[src/rtl/axi_lite_intr_ctrl.sv]
// AXI4-Lite interrupt controller: captures up to 32 edge/level sources into
// ISR and drives one registered irq line gated by IER and GIE.
//
// state  | meaning
// W_IDLE | waiting for AW and W together; both are accepted in one cycle
// W_RESP | BVALID held until the master takes the response
// R_IDLE | waiting for AR
// R_DATA | RVALID/RDATA held until the master takes the data
module axi_lite_intr_ctrl #(
  parameter int          C_NUM_OF_INTR       = 1,
  parameter int          C_S_AXI_DATA_WIDTH  = 32,
  parameter int          C_S_AXI_ADDR_WIDTH  = 5,
  parameter logic [31:0] C_INTR_SENSITIVITY  = 32'hFFFF_FFFF,
  parameter logic [31:0] C_INTR_ACTIVE_STATE = 32'hFFFF_FFFF,
  parameter logic        C_IRQ_ACTIVE_STATE  = 1'b1
) (
  input  logic                              ACLK,
  input  logic                              ARESETN,
  input  logic [C_NUM_OF_INTR-1:0]          intr_in,
  input  logic [C_S_AXI_ADDR_WIDTH-1:0]     S_AXI_AWADDR,
  input  logic [2:0]                        S_AXI_AWPROT,
  input  logic                              S_AXI_AWVALID,
  output logic                              S_AXI_AWREADY,
  input  logic [C_S_AXI_DATA_WIDTH-1:0]     S_AXI_WDATA,
  input  logic [C_S_AXI_DATA_WIDTH/8-1:0]   S_AXI_WSTRB,
  input  logic                              S_AXI_WVALID,
  output logic                              S_AXI_WREADY,
  output logic [1:0]                        S_AXI_BRESP,
  output logic                              S_AXI_BVALID,
  input  logic                              S_AXI_BREADY,
  input  logic [C_S_AXI_ADDR_WIDTH-1:0]     S_AXI_ARADDR,
  input  logic [2:0]                        S_AXI_ARPROT,
  input  logic                              S_AXI_ARVALID,
  output logic                              S_AXI_ARREADY,
  output logic [C_S_AXI_DATA_WIDTH-1:0]     S_AXI_RDATA,
  output logic [1:0]                        S_AXI_RRESP,
  output logic                              S_AXI_RVALID,
  input  logic                              S_AXI_RREADY,
  output logic                              irq
);

  localparam int N = C_NUM_OF_INTR;

  typedef enum logic {W_IDLE, W_RESP} w_state_t;
  typedef enum logic {R_IDLE, R_DATA} r_state_t;

  w_state_t w_state, w_state_nxt;
  r_state_t r_state, r_state_nxt;

  logic         gie;
  logic [N-1:0] ier, isr, intr_d;
  logic [N-1:0] isr_set, iar_clr, ier_nxt;
  logic         wr_hs, rd_hs;
  logic [2:0]   wr_sel, rd_sel;
  logic [31:0]  rd_mux, ier_ext, isr_ext, ipr_ext;
  logic         unused_ok;

  assign wr_sel = S_AXI_AWADDR[4:2];
  assign rd_sel = S_AXI_ARADDR[4:2];
  assign wr_hs  = (w_state == W_IDLE) && S_AXI_AWVALID && S_AXI_WVALID;
  assign rd_hs  = (r_state == R_IDLE) && S_AXI_ARVALID;

  assign S_AXI_BRESP = 2'b00;
  assign S_AXI_RRESP = 2'b00;

  assign unused_ok = &{1'b0, S_AXI_AWPROT, S_AXI_ARPROT, S_AXI_AWADDR,
                       S_AXI_ARADDR, S_AXI_WDATA, S_AXI_WSTRB};

  // write FSM state register
  always_ff @(posedge ACLK or negedge ARESETN) begin
    if (!ARESETN) w_state <= W_IDLE;
    else          w_state <= w_state_nxt;
  end

  // write FSM next state
  always_comb begin
    w_state_nxt = w_state;
    case (w_state)
      W_IDLE: if (wr_hs) w_state_nxt = W_RESP;
      W_RESP: if (S_AXI_BREADY) w_state_nxt = W_IDLE;
      default: w_state_nxt = W_IDLE;
    endcase
  end

  // write FSM outputs; AW and W are only ever accepted together
  always_comb begin
    S_AXI_AWREADY = wr_hs;
    S_AXI_WREADY  = wr_hs;
    S_AXI_BVALID  = (w_state == W_RESP);
  end

  // read FSM state register
  always_ff @(posedge ACLK or negedge ARESETN) begin
    if (!ARESETN) r_state <= R_IDLE;
    else          r_state <= r_state_nxt;
  end

  // read FSM next state
  always_comb begin
    r_state_nxt = r_state;
    case (r_state)
      R_IDLE: if (rd_hs) r_state_nxt = R_DATA;
      R_DATA: if (S_AXI_RREADY) r_state_nxt = R_IDLE;
      default: r_state_nxt = R_IDLE;
    endcase
  end

  // read FSM outputs
  always_comb begin
    S_AXI_ARREADY = rd_hs;
    S_AXI_RVALID  = (r_state == R_DATA);
  end

  // per-source event detection, IAR clear mask and strobed IER update
  always_comb begin
    isr_set = '0;
    iar_clr = '0;
    ier_nxt = ier;
    for (int i = 0; i < N; i++) begin
      if (C_INTR_SENSITIVITY[i])
        isr_set[i] = C_INTR_ACTIVE_STATE[i] ? (intr_in[i] & ~intr_d[i])
                                            : (~intr_in[i] & intr_d[i]);
      else
        isr_set[i] = (intr_in[i] == C_INTR_ACTIVE_STATE[i]);
      if (wr_hs && wr_sel == 3'd3 && S_AXI_WSTRB[i/8])
        iar_clr[i] = S_AXI_WDATA[i];
      if (wr_hs && wr_sel == 3'd1 && S_AXI_WSTRB[i/8])
        ier_nxt[i] = S_AXI_WDATA[i];
    end
  end

  // register file and status capture; a same-cycle event beats an ack
  always_ff @(posedge ACLK or negedge ARESETN) begin
    if (!ARESETN) begin
      gie    <= 1'b0;
      ier    <= '0;
      isr    <= '0;
      intr_d <= '0;
    end else begin
      intr_d <= intr_in;
      isr    <= (isr & ~iar_clr) | isr_set;
      ier    <= ier_nxt;
      if (wr_hs && wr_sel == 3'd0 && S_AXI_WSTRB[0]) gie <= S_AXI_WDATA[0];
    end
  end

  // read data select, zero-extended to the bus width
  always_comb begin
    ier_ext = '0;
    isr_ext = '0;
    ipr_ext = '0;
    ier_ext[N-1:0] = ier;
    isr_ext[N-1:0] = isr;
    ipr_ext[N-1:0] = isr & ier;
    case (rd_sel)
      3'd0:    rd_mux = {31'd0, gie};
      3'd1:    rd_mux = ier_ext;
      3'd2:    rd_mux = isr_ext;
      3'd4:    rd_mux = ipr_ext;
      default: rd_mux = '0;
    endcase
  end

  // read data captured at the AR handshake and held while RVALID
  always_ff @(posedge ACLK or negedge ARESETN) begin
    if (!ARESETN)   S_AXI_RDATA <= '0;
    else if (rd_hs) S_AXI_RDATA <= rd_mux;
  end

  // registered interrupt output
  always_ff @(posedge ACLK or negedge ARESETN) begin
    if (!ARESETN) irq <= ~C_IRQ_ACTIVE_STATE;
    else          irq <= (gie && |(isr & ier)) ? C_IRQ_ACTIVE_STATE : ~C_IRQ_ACTIVE_STATE;
  end

endmodule
[config.mk]
export PLATFORM = sky130hd
export DESIGN_NAME = axi_lite_intr_ctrl
export DESIGN_NICKNAME = d
export VERILOG_FILES = /design/src/rtl/axi_lite_intr_ctrl.sv
export SDC_FILE = /design/constraint.sdc
export NUM_CORES = 1
export LEC_CHECK = 0
export BUFFER_PORTS_ARGS = -buffer_cell sky130_fd_sc_hd__buf_4
export CAP_MARGIN = 5
export CORE_UTILIZATION = 30
export CTS_CLUSTER_DIAMETER = 40
export CTS_CLUSTER_SIZE = 25
export DETAILED_ROUTE_END_ITERATION = 6
export PLACE_DENSITY = 0.84
export SYNTH_ARGS = -nofsm -noshare
export SYNTH_HDL_FRONTEND = slang
export SYNTH_SLANG_ARGS = --single-unit
[constraint.sdc]
create_clock -name ACLK -period 4.29 [get_ports ACLK]
set_clock_uncertainty 0.15 [all_clocks]
set_input_delay 0.2145 -clock ACLK [delete_from_list [all_inputs] [get_ports ACLK]]
set_output_delay 0.2145 -clock ACLK [all_outputs]
set_load 0.1 [all_outputs]
# ---- Yosys cells after proc, flatten, opt, wreduce, memory -nomap -nowiden
# Cells that the tools add are included.
dict set report totals {
  ff_bits 39
  inputBits 60
  output_inout_bits 42
  wordCells 42
}
dict set report classes {
  n_eq_ne 5
  n_mux 9
  n_bitwise 8
  reduce_logical 12
}
# operator n
set op_table {}
lappend op_table {{1-bit logical AND} 10}
lappend op_table {{3-bit by 1-bit equality test with 1-bit output (second input constant)} 2}
lappend op_table {{3-bit by 2-bit equality test with 1-bit output (second input constant)} 2}
lappend op_table {{3-bit zero test} 2}
lappend op_table {{1-bit two-way mux} 6}
lappend op_table {{1-bit NOT} 4}
lappend op_table {{1-bit one-hot mux with 2 select lines} 2}
lappend op_table {{1-bit one-hot mux with 4 select lines} 1}
lappend op_table {{1-bit bitwise AND} 3}
lappend op_table {{3-bit equality test (second input constant)} 1}
lappend op_table {{1-bit OR} 1}

# ---- Longest topological paths before layout
dict set report logic_depth {
  word_depth 9
  ltp_mapped 3
  mapped_depth_nobuf 3
}

# ---- Worst setup path before layout
# OpenSTA, ideal clock, no wires.
dict set report synth_timing {
  path_type {register -> register}
  startpoint {register r_state (netlist: S_AXI_RVALID)}
  endpoint {register S_AXI_RDATA[0]}
  setup_ps 120
  t_arrival_ps 2648
  required_time_ps 4020
  path_slack_ps 1371
  path_stages_with_launch 4
  path_buffers 0
  period_less_slack_ps 2919
  path_cell_list {dfrtp_1 -> nor2b_1 -> nor2b_1 -> a31o_2}
}
dict set report synth_via {
  elab_chain_cells 2
}
# element line
set synth_lines {}
lappend synth_lines {{from (decl)} 48} ;# r_state_t r_state, r_state_nxt;
lappend synth_lines {{from (signal assigned)} 95} ;# else r_state <= r_state_nxt;
lappend synth_lines {{1-bit NOT} n/a}
lappend synth_lines {{1-bit logical AND} 61} ;# assign rd_hs = (r_state == R_IDLE) && S_AXI_ARVALID;
lappend synth_lines {{net S_AXI_ARREADY} 34} ;# output logic S_AXI_ARREADY,
lappend synth_lines {{to (signal assigned)} 167} ;# else if (rd_hs) S_AXI_RDATA <= rd_mux;
lappend synth_lines {{to (decl)} 35} ;# output logic [C_S_AXI_DATA_WIDTH-1:0] S_AXI_RDATA,
# The timed path passes the listed nets, and every way through them passes these cells.
# A chain may end at the register's enable or synchronous reset.

# ---- Worst setup path after layout
dict set report layout_timing {
  startpoint {register r_state (netlist: S_AXI_RVALID)}
  endpoint {output port S_AXI_ARREADY}
}
dict set report layout_via {
  elab_chain_cells 2
}
# element line
set layout_lines {}
lappend layout_lines {{1-bit NOT} n/a}
lappend layout_lines {{1-bit logical AND} 61}
lappend layout_lines {{to (decl)} 34}
# Every way passes these cells.

==> impl_metrics.tcl <==
set metrics [dict create \
    status "finished, final reports clean" \
    synth_area_leaders "buf_4, dfrtp_1, mux2_1" \
    floorplan.die.width_um 48.4 \
    routed_wl_mm 1.00 \
    cts_resized 0 \
    maxSlewViolCount 0 \
    clkSinkCount 8 \
    clk_latency_ns 0.25 \
    max_freq_mhz 623 \
    synth-edff-count 0 \
    reg2reg_slack_ns 2.74 \
    ys_seq_area_share_pct 31.0 \
    syn_inst 71 \
    hpwlAfterDp_um 810 \
    drc 0 \
    ios 102 \
    cts_buffers 3 \
    synth_top_area_cell "buf_4" \
    routabilityCongestion 0.715 \
    setup_tns_ns 0 \
    syn_to_final_growth_pct 18.4 \
    yosysTopAreaCellShare_pct 41.9 \
    min_period_ns 1.61 \
    pwr-share-comb_pct 60.6 \
    rr_worst_depth 3 \
    core-area_sq_um 2000 \
    vias 460 \
    pre_cts_slack_ns 2.77 \
    power_per_cell_area_nw_per_um2 494 \
    synth_top_flop_cell "dfrtp_1" \
    grt_first_pass_wirelength_mm 1.68 \
    fin_nets 160 \
    via_per_inst 3.68 \
    hold_path_depth 2 \
    path_cells "nor2b_1 -> buf_4" \
    drt_pass1_iterations 2 \
    path_class "reg -> out" \
    final_core_util_pct 38.2 \
    grt_pass1_vias 412 \
    seqPwrFrac_pct 23.9 \
    worstSetupStartpointType "flop" \
    antenna_left 0 \
    grt_antenna_before_repair 0 \
    rsz0062_at_grt "no" \
    fillCellCount 209 \
    ys_types 18 \
    die_h_um 48.4 \
    period_share_pct 37.4 \
    num_antenna_cells 0 \
    critPathCaptureType "output port" \
    critPathMaxFanout 4 \
    drtIter0Drc 2 \
    h-tree-depth 1 \
    portBuffers 22 \
    cp_slowest_cell "dfrtp_1" \
    cap_violations 0 \
    dieArea_sq_um 2340 \
    ys_top_cells_by_count "buf_4, dfrtp_1, inv_1, nor4_1" \
    cts_tree "done" \
    peakVddDrop_uv 236 \
    grt_max_degree 9 \
    grt_use_total_pct 9.87 \
    power_leakage_nw 0.436 \
    yosysMostFrequentCell "buf_4" \
    power.share.clock_pct 15.5 \
    post_drt_wl_per_cell_um 8.03 \
    netlist_area_sq_um 646 \
    cts_root_buffer "clkbuf_4" \
    switching_power_w 0.000232 \
    clk_pin_slew_worst_paths_ns 0.05 \
    syn_avg_cell_area_sq_um 9.09 \
    arrival_ns 1.24 \
    cp.required_ns 3.93 \
    num_rows 16 \
    hp-class "in -> reg" \
    start_util_pct 32.2 \
    finalSetupViolCount 0 \
    yosys_warnings 0 \
    async_reset_ff_share_pct 100 \
    layout-drive-gt1-share_pct 27.6 \
    cpPeakStageDelay_ns 0.40 \
    internal_power_w 0.000146 \
    synth_seq_cells 8 \
    setup_ws_ns 2.68 \
    switching_share_pct 61.4 \
    grt_overflow_total 0 \
    clk_path_buf_depth 2 \
    hold_viol_final 0 \
]
[metrics by stage]
step / instances / power (W) / instance area (sq um) / hold WS (ns)
3_5_place_dp: 118 / 0.000318 / 702 / -0.113
4_1_cts: 125 / 0.000381 / 764 / 0.0399
5_1_grt: 125 / 0.000393 / 764 / 0.0499
6_report: 125 / 0.000378 / 764 / 0.0492
2_1_floorplan: 105 / 0.000315 / 773 / -0.231
3_3_place_gp: 118 / 0.000316 / 702 / -0.114
[worst paths after layout]
check,startpoint,endpoint
worst max-delay path,S_AXI_RVALID$_DFF_PN0_,S_AXI_ARREADY
worst min-delay path,S_AXI_WDATA[0],gie$_DFFE_PN0P_
worst max register to register,S_AXI_BVALID$_DFF_PN0_,gie$_DFFE_PN0P_
worst min register to register,intr_d$_DFF_PN0_,isr$_DFF_PN0_
max in group asynchronous,ARESETN,S_AXI_BVALID$_DFF_PN0_
min in group asynchronous,ARESETN,irq$_DFF_PN0_
[power by group through the flow]
stage / combinational [W] / clock, W / sequential, W
floorplan: 0.000189 / 0 / 0.000125
global placement: 0.000224 / 0 / 0.0000912
detailed placement: 0.000226 / 0 / 0.0000918
CTS: 0.000229 / 0.0000614 / 0.0000905
global route: 0.000235 / 0.0000654 / 0.0000921
finish: 0.000229 / 0.0000585 / 0.0000905
[routing by layer]
layer  routed length [um]  GRT usage (%)  part of all wire, %  vias up
met1                  369           9.82                   37      196
met3                  163           5.66                   16        0
met4                    0           4.41                    0        0
met5                    0              0                    0        -
met2                  472           16.7                   47       49
li1                     -              -                    -      215
[cell type report]
class                      instances  area [sq um]  area share, %
multi-input combinational         56           284           37.2
timing repair buffer              26           205           26.8
sequential                         8           200           26.2
tap                               27          33.8           4.42
clock buffer                       3          22.5           2.95
inverter                           5          18.8           2.45
[kinds of logic after synthesis]
family	Yosys count	synth area share, %
buffers and inverters	41	44.8
and+or+nand+nor	12	12.8
DFF	8	31.0
AOI/OAI and AO/OA	7	7.36
muxes	2	3.49
other	1	0.581
[worst max-delay path, delay by kind of cell (launching register included)]
family / cells / cell delay [ns]
buf+inv: 1 / 0.34
flops: 1 / 0.40
simple gates: 1 / 0.24
[state kept, by name, summed over array words and instances (netlist names)]
signal,cells
isr,1
ier,1
intr_d,1
S_AXI_BVALID,1
S_AXI_RVALID,1
irq,1
gie,1
S_AXI_RDATA,1
[what timing repair did]
action,in CTS,in global routing
setup buffers,0,0
endpoints found under the hold margin,11,0
endpoints found under the setup margin,0,0
hold buffers,4,0
[cell usage in the layout (no fill, tap or decap), types with 3 or more instances in the layout]
cell | Yosys | layout
conb_1 | 1 | 35
dfrtp_1 | 8 | 8
dlygate4sd3_1 | 0 | 4
clkbuf_4 | 0 | 3
inv_1 | 5 | 5
nor4_1 | 3 | 3
buf_4 | 36 | 22
Power figures use the tool's default switching activity.
